===== src/rtl/pcs_pkg.sv =====
// pcs_pkg: shared PCS TX constants, scrambler types and the word-scramble function.
// Holds the payload/header widths, the scrambler polynomial taps (G(x) = 1 + x^39 + x^58),
// the legal sync header codes and scramble_word(), which is reused by the TX scrambler core.
package pcs_pkg;

    localparam int unsigned DATA_WIDTH = 32;
    localparam int unsigned HDR_WIDTH  = 2;
    localparam int unsigned SCR_LEN    = 58;
    localparam int unsigned SCR_TAP    = 39;

    localparam logic [HDR_WIDTH-1:0] SYNC_DATA = 2'b01;
    localparam logic [HDR_WIDTH-1:0] SYNC_CTRL = 2'b10;

    localparam logic [SCR_LEN-1:0] SCR_SEED_DEFAULT = 58'h3FF_FFFF_FFFF_FFFF;

    // Result of scrambling one word: next scrambler state and scrambled payload.
    typedef struct packed {
        logic [SCR_LEN-1:0]    sr;
        logic [DATA_WIDTH-1:0] y;
    } scr_result_t;

    // sr[0] is the most recent scrambled bit, so y[i-k] = sr[k-1-i] for any tap k > i.
    // Both taps (39, 58) exceed the word width, so every output bit depends only on
    // the incoming state and never on earlier bits of the same word.
    function automatic scr_result_t scramble_word(
        input logic [SCR_LEN-1:0]    sr,
        input logic [DATA_WIDTH-1:0] d
    );
        scr_result_t           res;
        logic [DATA_WIDTH-1:0] rev;
        res = '0;
        rev = '0;
        for (int i = 0; i < int'(DATA_WIDTH); i++) begin
            res.y[i] = d[i] ^ sr[int'(SCR_TAP) - 1 - i] ^ sr[int'(SCR_LEN) - 1 - i];
            rev[int'(DATA_WIDTH) - 1 - i] = res.y[i];
        end
        // Reverse-shift: older history moves up, y[31] lands at sr[0].
        res.sr = {sr[SCR_LEN-DATA_WIDTH-1:0], rev};
        return res;
    endfunction

endpackage


===== src/rtl/pcs_scrambler_core.sv =====
// pcs_scrambler_core: combinational scrambling of one payload word.
// Ports:
//   i_sr    - current scrambler state (last 58 scrambled bits, sr[0] newest)
//   i_data  - payload word, bit 0 transmitted first
//   o_y_c   - scrambled word
//   o_sr_c  - scrambler state after this word
module pcs_scrambler_core
    import pcs_pkg::*;
(
    input  logic [SCR_LEN-1:0]    i_sr,
    input  logic [DATA_WIDTH-1:0] i_data,
    output logic [DATA_WIDTH-1:0] o_y_c,
    output logic [SCR_LEN-1:0]    o_sr_c
);

    scr_result_t res;

    always_comb begin
        res = scramble_word(i_sr, i_data);
    end

    assign o_y_c  = res.y;
    assign o_sr_c = res.sr;

endmodule


===== src/rtl/pcs_tx_scrambler.sv =====
// pcs_tx_scrambler: self-synchronous 64b/66b payload scrambler ahead of the TX gearbox.
// Scrambles 32-bit payload words (two per block), passes the sync header through
// unscrambled, registers everything with a fixed 1-cycle latency and flags bad headers.
// Optional macro SCRAMBLER_BYPASS_EN adds i_bypass (per-word scrambler bypass, state frozen).
// Ports:
//   i_clk, i_reset      - clock, synchronous active-high reset
//   i_bypass            - (SCRAMBLER_BYPASS_EN only) pass payload unscrambled
//   i_tx_data           - payload word from encoder, first word = payload bits 31:0
//   i_tx_sync_hdr       - block sync header (01 data, 10 control)
//   i_tx_data_valid     - word valid
//   o_tx_trdy           - ready to encoder, combinational copy of i_gearbox_trdy
//   i_gearbox_trdy      - ready from gearbox
//   o_tx_data           - scrambled word to gearbox
//   o_tx_sync_hdr       - header to gearbox
//   o_tx_data_valid     - valid to gearbox
//   o_hdr_err           - sticky header error
module pcs_tx_scrambler #(
    parameter int unsigned                  DATA_WIDTH = pcs_pkg::DATA_WIDTH,
    parameter int unsigned                  HDR_WIDTH  = pcs_pkg::HDR_WIDTH,
    parameter logic [pcs_pkg::SCR_LEN-1:0]  SEED       = pcs_pkg::SCR_SEED_DEFAULT
) (
    input  logic                  i_clk,
    input  logic                  i_reset,
`ifdef SCRAMBLER_BYPASS_EN
    input  logic                  i_bypass,
`endif
    input  logic [DATA_WIDTH-1:0] i_tx_data,
    input  logic [HDR_WIDTH-1:0]  i_tx_sync_hdr,
    input  logic                  i_tx_data_valid,
    output logic                  o_tx_trdy,
    input  logic                  i_gearbox_trdy,
    output logic [DATA_WIDTH-1:0] o_tx_data,
    output logic [HDR_WIDTH-1:0]  o_tx_sync_hdr,
    output logic                  o_tx_data_valid,
    output logic                  o_hdr_err
);

    import pcs_pkg::SCR_LEN;
    import pcs_pkg::SYNC_DATA;
    import pcs_pkg::SYNC_CTRL;

    logic [SCR_LEN-1:0]    sr_q,      sr_d;
    logic                  wi_q,      wi_d;
    logic [HDR_WIDTH-1:0]  hdr_lat_q, hdr_lat_d;
    logic [DATA_WIDTH-1:0] data_q,    data_d;
    logic [HDR_WIDTH-1:0]  hdr_q,     hdr_d;
    logic                  valid_q,   valid_d;
    logic                  err_q,     err_d;

    logic [DATA_WIDTH-1:0] scr_y_c;
    logic [SCR_LEN-1:0]    scr_sr_c;
    logic                  hdr_bad_c;

    // Back-pressure is a straight pass-through; this block never stalls.
    assign o_tx_trdy = i_gearbox_trdy;

    pcs_scrambler_core u_core (
        .i_sr   (sr_q),
        .i_data (i_tx_data),
        .o_y_c  (scr_y_c),
        .o_sr_c (scr_sr_c)
    );

    // Illegal code, or second half of a block disagreeing with the first half.
    assign hdr_bad_c = ((i_tx_sync_hdr != SYNC_DATA) && (i_tx_sync_hdr != SYNC_CTRL)) ||
                       (wi_q && (i_tx_sync_hdr != hdr_lat_q));

    // Next-state: everything freezes on idle cycles except the valid flag.
    always_comb begin
        sr_d      = sr_q;
        wi_d      = wi_q;
        hdr_lat_d = hdr_lat_q;
        data_d    = data_q;
        hdr_d     = hdr_q;
        valid_d   = i_tx_data_valid;
        err_d     = err_q;
        if (i_tx_data_valid) begin
            wi_d  = ~wi_q;
            hdr_d = i_tx_sync_hdr;
            err_d = err_q | hdr_bad_c;
            if (!wi_q) begin
                hdr_lat_d = i_tx_sync_hdr;
            end
`ifdef SCRAMBLER_BYPASS_EN
            data_d = i_bypass ? i_tx_data : scr_y_c;
            sr_d   = i_bypass ? sr_q      : scr_sr_c;
`else
            data_d = scr_y_c;
            sr_d   = scr_sr_c;
`endif
        end
    end

    // State and output registers; reset wins over a coincident valid word.
    always_ff @(posedge i_clk) begin
        if (i_reset) begin
            sr_q      <= SEED;
            wi_q      <= 1'b0;
            hdr_lat_q <= '0;
            data_q    <= '0;
            hdr_q     <= '0;
            valid_q   <= 1'b0;
            err_q     <= 1'b0;
        end else begin
            sr_q      <= sr_d;
            wi_q      <= wi_d;
            hdr_lat_q <= hdr_lat_d;
            data_q    <= data_d;
            hdr_q     <= hdr_d;
            valid_q   <= valid_d;
            err_q     <= err_d;
        end
    end

    assign o_tx_data       = data_q;
    assign o_tx_sync_hdr   = hdr_q;
    assign o_tx_data_valid = valid_q;
    assign o_hdr_err       = err_q;

endmodule


===== config.mk =====
export PLATFORM = sky130hd
export DESIGN_NAME = pcs_tx_scrambler
export DESIGN_NICKNAME = d
export VERILOG_FILES = /design/src/rtl/pcs_pkg.sv /design/src/rtl/pcs_scrambler_core.sv /design/src/rtl/pcs_tx_scrambler.sv
export SDC_FILE = /design/constraint.sdc
export NUM_CORES = 1
export LEC_CHECK = 0
export ABC_AREA = 1
export CAP_MARGIN = 20
export CORE_MARGIN = 2
export CORE_UTILIZATION = 65
export CTS_CLUSTER_SIZE = 24
export DETAILED_ROUTE_END_ITERATION = 8
export DONT_BUFFER_PORTS = 1
export GPL_TIMING_DRIVEN = 1
export PLACE_DENSITY_LB_ADDON = 0.1
export SYNTH_ARGS = -nofsm -noshare
export SYNTH_HDL_FRONTEND = slang
export SYNTH_HIERARCHICAL = 1
export SYNTH_SLANG_ARGS = --single-unit

===== constraint.sdc =====
create_clock -name i_clk -period 2.1 [get_ports i_clk]
set_input_delay 0.63 -clock i_clk [delete_from_list [all_inputs] [get_ports i_clk]]
set_output_delay 0.63 -clock i_clk [all_outputs]
set_load 0.01 [all_outputs]

==> impl_metrics.env <==
export IMPL_synthSimpleGateAreaFrac_pct=36.88
export IMPL_netlist_instances=760
export IMPL_busiest_layer="met2"
export IMPL_first_global_vias=3648
export IMPL_io_pins=75
export IMPL_cts_resized=0
export IMPL_clock_skew_ns=0.01654
export IMPL_yosysWarningCount=6
export IMPL_synth_mux_area_share_pct=0
export IMPL_rsz0062_at_grt="no"
export IMPL_detail_route_wl_per_cell_um=12.11
export IMPL_post_route_period_util_pct=68.37
export IMPL_drive_above_1_share_pct=5.491
export IMPL_dr_pass1_iters=5
export IMPL_final_cell_mix="nand2_1, dfxtp_1, nand3_1"
export IMPL_hold_ws_ns=0.3337
export IMPL_die_w_um=90.85
export IMPL_synth_fa_ha_area_share_pct=0
export IMPL_syn_num_nets=798
export IMPL_cts_path_max_buffers=2
export IMPL_period_minus_slack_ns=1.436
export IMPL_slew_viol_final=0
export IMPL_routed_via_density=5.032
export IMPL_grt_max_degree=97
export IMPL_met2_usage_pct=40.36
export IMPL_fp_row_count=31
export IMPL_ant_nets=0
export IMPL_cp_arrival_ns=0.81
export IMPL_tns_ns=0
export IMPL_fmax_ghz=0.6965
export IMPL_gr_total_overflow=0
export IMPL_cts_sinks=97
export IMPL_use_met1_pct=29.49
export IMPL_p_per_area_nw_per_um2=836.6
export IMPL_numCtsBuffers=9
export IMPL_clk_latency_ns=0.35
export IMPL_cp_max_fo=2
export IMPL_drt_wl_total_um=9582
export IMPL_dp_hpwl_um=6482
export IMPL_worst_slew_pin_slew_ns=0.4208
export IMPL_status="completed"
export IMPL_start_kind="flip-flop"
export IMPL_utilization_pct=64.12
export IMPL_antenna_cells=0
export IMPL_final_common_cell="nand2_1"
export IMPL_synth_area_um2=4902
export IMPL_cts_tree="built"
export IMPL_vias=3980
export IMPL_synthToLayoutAreaGrowth_pct=-4.620
export IMPL_gr_usage_met3_pct=6.761
export IMPL_io_buffers=0
export IMPL_initial_core_util_pct=67.23
export IMPL_die_area_um2=8253
export IMPL_ys_ff_latch=97
export IMPL_coreArea_um2=7292
export IMPL_crit_path_end_kind="primary output"
export IMPL_yosysUniqueCellTypes=14
export IMPL_post_cts_setup_buffers=0
export IMPL_multi_input_area_um2=2018
export IMPL_track_usage_pct=23.89
export IMPL_seq_area_frac_synth_pct=39.61
export IMPL_grt_pass1_wl_um=16240
export IMPL_drtIter0Drc=245
export IMPL_max_cap_violations=0
export IMPL_synth_xor_area_share_pct=0
export IMPL_clockRootBuffer="clkbuf_8"
export IMPL_fin_nets=725
export IMPL_hold_path_class="in -> reg"
export IMPL_synth_compound_area_share_pct=4.288
export IMPL_h_tree_depth=3
export IMPL_fp_dieH_um=90.85
export IMPL_power_total_uw=3912
export IMPL_place_congestion=0.7757
export IMPL_path_class="reg -> out"
export IMPL_p_leak_uw=0.002743
export IMPL_cp_required_ns=1.47
export IMPL_synth_top_family_by_area="simple AND/OR/NAND/NOR gates"
export IMPL_syn_avg_cell_area_um2=6.450
export IMPL_clk_pin_slew_ns=0.10
export IMPL_slew_headroom_pct=71.95
export IMPL_peakVddDrop_uv=442.8
export IMPL_seqCellArea_um2=1942
export IMPL_hold_viol=0
export IMPL_nFillCells=680
export IMPL_antenna_found_initial=0
export IMPL_setup_violations=0
export IMPL_drc_errors=0
export IMPL_hold_buffers=0
-- metrics by stage --
stage / worst slack (ns) / std cells / cell area (um^2)
floorplan: 0.7209 / 760 / 4902
global placement: 0.7460 / 775 / 4472
detailed placement: 0.7112 / 775 / 4472
CTS: 0.6465 / 791 / 4676
global route: 0.6137 / 791 / 4676
finish: 0.6643 / 791 / 4676
-- per-layer routing --
metal  wire length (um)  up-vias  share of wire, %
li1                   -     2115                 -
met1               4347     1769                45
met2               4430       88                46
met3                718        8               7.5
met4                 86        0              0.90
met5                  0        -                 0
-- worst paths after layout --
check / start / to / slack [ns] / cells after the start
max: o_tx_data[28]$_SDFFE_PP0P_ / o_tx_data[28] / 0.66 / 0
min: i_reset / o_hdr_err$_SDFFE_PP0P_ / 0.33 / 1
max reg2reg: sr_q[14]$_SDFFE_PP1P_ / o_tx_data[24]$_SDFFE_PP0P_ / 1.06 / 7
min reg2reg: sr_q[4]$_SDFFE_PP1P_ / sr_q[4]$_SDFFE_PP1P_ / 0.46 / 2
-- synth_stat cells (all sizes together) --
| library cell | count | area share, % |
|---|---|---|
| or2 | 1 | 0.13 |
| nand2 | 283 | 22 |
| o21ai | 36 | 3.7 |
| inv | 90 | 6.9 |
| nand3 | 91 | 9.3 |
| a21oi | 6 | 0.61 |
| buf | 82 | 12 |
| clkbuf | 7 | 0.54 |
| dfxtp | 97 | 40 |
| nor2 | 67 | 5.1 |
-- report_power, final --
part,internal (uW),switching (uW)
clock network,591,643
logic,205,328
registers,1990,153
total,2790,1120
-- registers in the layout, summed over array words and instances, names as in the netlist --
name             flops
hdr_lat_q            2
o_hdr_err            1
o_tx_data_valid      1
wi_q                 1
sr_q                58
o_tx_data           32
o_tx_sync_hdr        2
-- cell families (layout without fill, tap and decap cells) --
group,after synthesis,after routing
AO/OA/AOI/OAI,42,42
AND/OR/NAND/NOR,442,442
buffers and inverters,179,111
flip-flops,97,97
-- worst register-to-register path: stages, from the launching register on --
cell and delay [ns]:
dfxtp_1 0.38, inv_1 0.05, nand2_1 0.07, nand2_1 0.05, nand2_1 0.05, nand2_1 0.11, nor2_1 0.16, nor2_1 0.06
-- layout make-up --
class	count	share of cell area, %
multi-input cells	484	43.16
flip-flops and latches	97	41.53
inverters	90	7.225
clock buffers	11	3.024
well taps	99	2.649
clock inverters	5	1.338
repair buffers	5	1.070
(Power assumes the default switching activity.)
